File: src/rtl/lsu_bus_bridge_pkg.sv
// Shared definitions for the load/store bus bridge: funct3 access modes,
// FSM state encoding, byte-enable lane patterns and a legality check.
package lsu_bus_bridge_pkg;
  localparam logic [2:0] MODE_B  = 3'b000;
  localparam logic [2:0] MODE_H  = 3'b001;
  localparam logic [2:0] MODE_W  = 3'b010;
  localparam logic [2:0] MODE_BU = 3'b100;
  localparam logic [2:0] MODE_HU = 3'b101;

  localparam logic [3:0] BE_B = 4'b0001;
  localparam logic [3:0] BE_H = 4'b0011;
  localparam logic [3:0] BE_W = 4'b1111;

  typedef enum logic [1:0] {S_IDLE, S_REQ, S_WAIT_R, S_DONE} state_t;

  // Supported mode with natural alignment for its size.
  function automatic logic mode_ok(input logic [2:0] mode, input logic [1:0] lane);
    case (mode)
      MODE_B, MODE_BU: mode_ok = 1'b1;
      MODE_H, MODE_HU: mode_ok = ~lane[0];
      MODE_W:          mode_ok = (lane == 2'b00);
      default:         mode_ok = 1'b0;
    endcase
  endfunction
endpackage

File: src/rtl/lsu_align.sv
// Combinational lane logic: store byte enables and replicated data, plus
// load byte/half extraction with sign or zero extension.
module lsu_align
  import lsu_bus_bridge_pkg::*;
(
  input  logic [2:0]  mode,
  input  logic [1:0]  lane,
  input  logic [31:0] wd,
  input  logic [31:0] rdata,
  output logic [3:0]  be,
  output logic [31:0] wdata,
  output logic [31:0] rdata_ext,
  output logic        legal
);
  logic [7:0]  rb;
  logic [15:0] rh;

  always_comb begin
    legal     = mode_ok(mode, lane);
    rb        = rdata[{lane, 3'b000} +: 8];
    rh        = lane[1] ? rdata[31:16] : rdata[15:0];
    be        = BE_W;
    wdata     = wd;
    rdata_ext = rdata;
    // mode[2] marks the unsigned variants
    case (mode)
      MODE_B, MODE_BU: begin
        be        = BE_B << lane;
        wdata     = {4{wd[7:0]}};
        rdata_ext = {{24{rb[7] & ~mode[2]}}, rb};
      end
      MODE_H, MODE_HU: begin
        be        = BE_H << {lane[1], 1'b0};
        wdata     = {2{wd[15:0]}};
        rdata_ext = {{16{rh[15] & ~mode[2]}}, rh};
      end
      default: ;
    endcase
  end
endmodule

File: src/rtl/lsu_bus_bridge.sv
// MEM-stage load/store unit: turns byte-addressed accesses into word-aligned
// ready/valid bus transactions and stalls the pipeline until each completes.
module lsu_bus_bridge
  import lsu_bus_bridge_pkg::*;
#(
  parameter int TIMEOUT_CYCLES = 16,
  parameter int ADDR_W         = 32
) (
  input  logic              clk,
  input  logic              rst_n,
  input  logic              mem_read_m,
  input  logic              mem_write_m,
  input  logic [2:0]        mode_m,
  input  logic [31:0]       addr_m,
  input  logic [31:0]       write_data_m,
  output logic [31:0]       read_data_m,
  output logic              lsu_stall,
  output logic              misaligned,
  output logic              bus_err,
  output logic              bus_req,
  output logic              bus_we,
  output logic [ADDR_W-1:0] bus_addr,
  output logic [3:0]        bus_be,
  output logic [31:0]       bus_wdata,
  input  logic              bus_gnt,
  input  logic              bus_rvalid,
  input  logic [31:0]       bus_rdata
);
  state_t      state;
  logic [7:0]  cnt;
  logic [2:0]  mode_q;
  logic [1:0]  lane_q;
  logic [31:0] rdata_q;
  logic [2:0]  mode_sel;
  logic [1:0]  lane_sel;
  logic [3:0]  be;
  logic [31:0] wdata, rdata_ext;
  logic        legal, access, start, timeout;

  assign access   = mem_read_m | mem_write_m;
  // Live MEM-stage fields drive the aligner while idle, latched ones afterwards.
  assign mode_sel = (state == S_IDLE) ? mode_m : mode_q;
  assign lane_sel = (state == S_IDLE) ? addr_m[1:0] : lane_q;

  lsu_align u_align (
    .mode      (mode_sel),
    .lane      (lane_sel),
    .wd        (write_data_m),
    .rdata     (bus_rdata),
    .be        (be),
    .wdata     (wdata),
    .rdata_ext (rdata_ext),
    .legal     (legal)
  );

  assign start       = rst_n && (state == S_IDLE) && access && legal;
  assign misaligned  = rst_n && (state == S_IDLE) && access && !legal;
  assign lsu_stall   = start || (state == S_REQ) || (state == S_WAIT_R);
  assign timeout     = (cnt == 8'(TIMEOUT_CYCLES - 1));
  assign read_data_m = misaligned ? '0 : rdata_q;

  always_ff @(posedge clk or negedge rst_n) begin
    if (!rst_n) begin
      state     <= S_IDLE;
      cnt       <= '0;
      mode_q    <= '0;
      lane_q    <= '0;
      rdata_q   <= '0;
      bus_req   <= 1'b0;
      bus_we    <= 1'b0;
      bus_addr  <= '0;
      bus_be    <= '0;
      bus_wdata <= '0;
      bus_err   <= 1'b0;
    end else begin
      bus_err <= 1'b0;
      case (state)
        S_IDLE: if (start) begin
          state     <= S_REQ;
          cnt       <= '0;
          bus_req   <= 1'b1;
          bus_we    <= mem_write_m;
          bus_addr  <= {addr_m[ADDR_W-1:2], 2'b00};
          bus_be    <= be;
          bus_wdata <= wdata;
          mode_q    <= mode_m;
          lane_q    <= addr_m[1:0];
        end
        S_REQ: begin
          cnt <= cnt + 8'd1;
          if (bus_gnt) begin
            bus_req <= 1'b0;
            state   <= bus_we ? S_DONE : S_WAIT_R;
          end else if (timeout) begin
            bus_req <= 1'b0;
            bus_err <= 1'b1;
            rdata_q <= '0;
            state   <= S_DONE;
          end
        end
        S_WAIT_R: begin
          cnt <= cnt + 8'd1;
          if (bus_rvalid) begin
            rdata_q <= rdata_ext;
            state   <= S_DONE;
          end else if (timeout) begin
            bus_err <= 1'b1;
            rdata_q <= '0;
            state   <= S_DONE;
          end
        end
        default: state <= S_IDLE;
      endcase
    end
  end
endmodule
File: config.mk
export PLATFORM = sky130hd
export DESIGN_NAME = lsu_bus_bridge
export DESIGN_NICKNAME = d
export VERILOG_FILES = /design/src/rtl/lsu_bus_bridge_pkg.sv /design/src/rtl/lsu_align.sv /design/src/rtl/lsu_bus_bridge.sv
export SDC_FILE = /design/constraint.sdc
export NUM_CORES = 1
export LEC_CHECK = 0
export ABC_AREA = 1
export CAP_MARGIN = 20
export CORE_ASPECT_RATIO = 0.7
export CORE_MARGIN = 2
export CORE_UTILIZATION = 40
export CTS_CLUSTER_DIAMETER = 120
export DETAILED_ROUTE_END_ITERATION = 8
export PLACE_DENSITY = 0.72
export SYNTH_ARGS = -nofsm -noshare
export SYNTH_HDL_FRONTEND = slang
export SYNTH_HIERARCHICAL = 1
export SYNTH_SLANG_ARGS = --single-unit
File: constraint.sdc
create_clock -name clk -period 9.15 [get_ports clk]
set_input_delay 2.745 -clock clk [delete_from_list [all_inputs] [get_ports clk]]
set_output_delay 2.745 -clock clk [all_outputs]
set_load 0.1 [all_outputs]
==> summary.txt <==
Run status
  – Status: complete, no violations

Timing
  – Fin crit share: 87.5%
  – Final setup fails: 0
  – Clock skew: 12.7 ps
  – Final hold viol count: 0
  – Relative slew slack: 29.1%
  – Max Slew Vio Count: 0
  – Setup TNS: 0 ps
  – Min Tclk post-route: 8000 ps
  – Worst Hold Margin: 476 ps
  – RSZ-0062 raised after global routing: false
  – Fmax: 0.125 GHz
  – Slew at the pin with the worst max-slew slack: 1060 ps

Floorplanning
  – Initial Utilization: 41.3%
  – DIE WIDTH: 152 um
  – Die Y: 108 um
  – FP Rows: 37
  – Die area: 0.0164 mm^2
  – Core ar.: 0.0149 mm^2
  – I/O Pins: 210

Clock network
  – CTS tree: built
  – CTS Buffer Depth: 2
  – # clock sinks: 116
  – Post_cts resized: 0
  – TritonCTS Buffers: 17
  – Clock insertion delay at the later pin of the skew report: 410 ps
  – CTS H-tree depth: 4
  – Post-CTS Setup Repair Bufs: 0
  – CTS root buf: clkbuf_16
  – Post-CTS Hold Buffers: 0
  – Worst-path clk slew: 60 ps

Critical path
  – Cell mode on critical path: buf_4
  – CP max-delay cell: clkdlybuf4s50_1
  – Critical path launch point type: input pin
  – Number of buffers and inverters on the critical path: 6
  – Worst path cell trace: clkdlybuf4s50_1, nand2_1, o21ai_1, buf_4, inv_1, nand2_1, o31ai_1, buf_4, nor3b_4, buf_4, nor2_1, buf_4
  – CP peak stage delay: 490 ps
  – R2R Setup Slk: 5330 ps
  – Worst EP arrival: 5260 ps
  – Worst setup EP type: primary output
  – Crit-path leading delay family: buffers and inverters
  – Peak fanout along the critical path: 28
  – Critical setup path kind: input pin to primary output
  – CP Data Required Time: 6410 ps

Routing
  – Drt drc: 0
  – Via count: 5933
  – Routed Antenna Nets: 0
  – Routed WL: 18500 um
  – Vias/cell: 4.79
  – Initial DRT Pass Iterations: 5
  – Routed len/inst: 15.0 um
  – DR iter-0 viols: 463

Yosys
  – Async SR Flop Fraction: 100%
  – Synth Register Bits: 116
  – Synth top area share: 47.3%
  – Yosys warns: 6
  – EDFF count, synth: 0
  – Sequential area share after synthesis: 47.3%
  – Number of unique standard cell types used by synthesis: 32
  – Synth Cell Area: 0.00614 mm^2
  – Largest cells by area after synthesis: dfrtp_1, nand2_1, inv_1, nand3_1, o22ai_1
  – Syn Area/Cell: 7.31 um^2
  – Mapped Cells: 840
  – Top FF cell, synth: dfrtp_1
  – Post-synth top area cell: dfrtp_1

Layout
  – Number of diodes: 0
  – Layout cells sized above 1: 9.39%
  – Final Cell Area: 0.00901 mm^2
  – End-of-flow core utilization: 60.6%
  – Final Net Count: 1141
  – Layout area overhead: 46.7%

Placed design
  – Placed Area: 0.00838 mm^2
  – Dpl hpwl: 13200 um
  – # port buffers: 207
  – GPL Wtd Cong: 0.901

Global routing
  – Vias in the first global route: 5788
  – Largest net degree at the start of global routing: 76
  – First-pass GRT wire length: 30200 um
  – Total grt overflow: 0
  – Total GRT Usage: 23.0%
  – Initial antenna violation count: 1

Hold path
  – Hold Path Class: flop to flop

Flow run
  – Max_cap viols: 0
==> cell families after synthesis <==
group	Yosys count	share of synthesized area [%]
other cells	1	0.0611
buf+inv	153	11.3
compound gates	72	7.05
fa+ha+maj	5	1.02
flops	116	47.3
simple gates	491	33.0
xor+xnor	2	0.285
==> worst reg2reg max path, cell delays in order (launching register included) <==
cell and delay (ps):
dfrtp_1 420, inv_1 110, ha_1 660, o21ai_1 180, buf_4 230, inv_1 140, nand2_1 140, o31ai_1 230
buf_4 180, nand4_4 110, buf_4 330, inv_2 110, buf_4 600, o21ai_0 230
==> metal layers <==
metal | part of all wire [%] | global-route usage, % | vias up
met5 | 0 | 0 | -
met4 | 0.72 | 4.74 | 0
met3 | 7.5 | 6.32 | 13
met2 | 42 | 33.2 | 226
met1 | 50 | 34.5 | 2724
li1 | - | - | 2970
==> state kept, by name, summed over array words and instances, names as in the netlist <==
register	cells
bus_addr	30
bus_be	4
bus_err	1
bus_req	1
bus_wdata	32
bus_we	1
cnt	8
lane_q	2
mode_q	3
rdata_q	32
state	2
==> cell usage after synthesis, drive strengths merged (5+ instances only) <==
master / instances
ha: 5
nand2: 376
buf: 35
nand4: 5
nand3: 63
inv: 103
clkbuf: 14
nor2: 43
o22ai: 32
o211ai: 8
dfrtp: 116
o21ai: 25
==> cell usage in the layout, fill, tap and decap left out, types with 5 or more instances in the layout <==
cell             synthesis  final
clkdlybuf4s50_1          0    172
nand2_1                370    370
buf_12                   0     17
o21ai_0                 24     22
dfrtp_1                116    116
clkbuf_16                0     17
o22ai_1                 32     32
nand3_1                 60     60
inv_1                   99     99
o211ai_1                 8      8
nor2_1                  41     41
ha_1                     5      5
buf_4                   22     29
==> path summary, 6_finish.rpt <==
path | endpoint | cells after the start | from
min in group asynchronous | bus_wdata[5] | 2 | rst_n
worst min-delay path | bus_addr[16] | 2 | bus_addr[16]
worst max-delay path | read_data_m[0] | 12 | addr_m[1]
worst min register to register | bus_addr[16] | 2 | bus_addr[16]
worst max register to register | lane_q[0] | 13 | state[1]
max in group asynchronous | bus_be[2] | 3 | rst_n
==> metrics by stage <==
step,instances,worst slack [ps]
after floorplan,841,976
after global placement,1205,951
after detailed placement,1205,843
after CTS,1237,824
after global routing,1239,992
final,1239,1150
==> final cells by class <==
| type | instances | area [um^2] |
|---|---|---|
| fillers | 1310 | 5850 |
| flip-flops and latches | 116 | 2900 |
| multi-input cells | 572 | 2570 |
| repair buffers | 220 | 2310 |
| clock buffers | 19 | 433 |
| inverters | 104 | 390 |
| well taps | 195 | 244 |
| clock inverters | 13 | 159 |
Power is left out: the tool's default activity adds up to more than one toggle a clock period on the data nets, which glitch-free logic cannot reach.
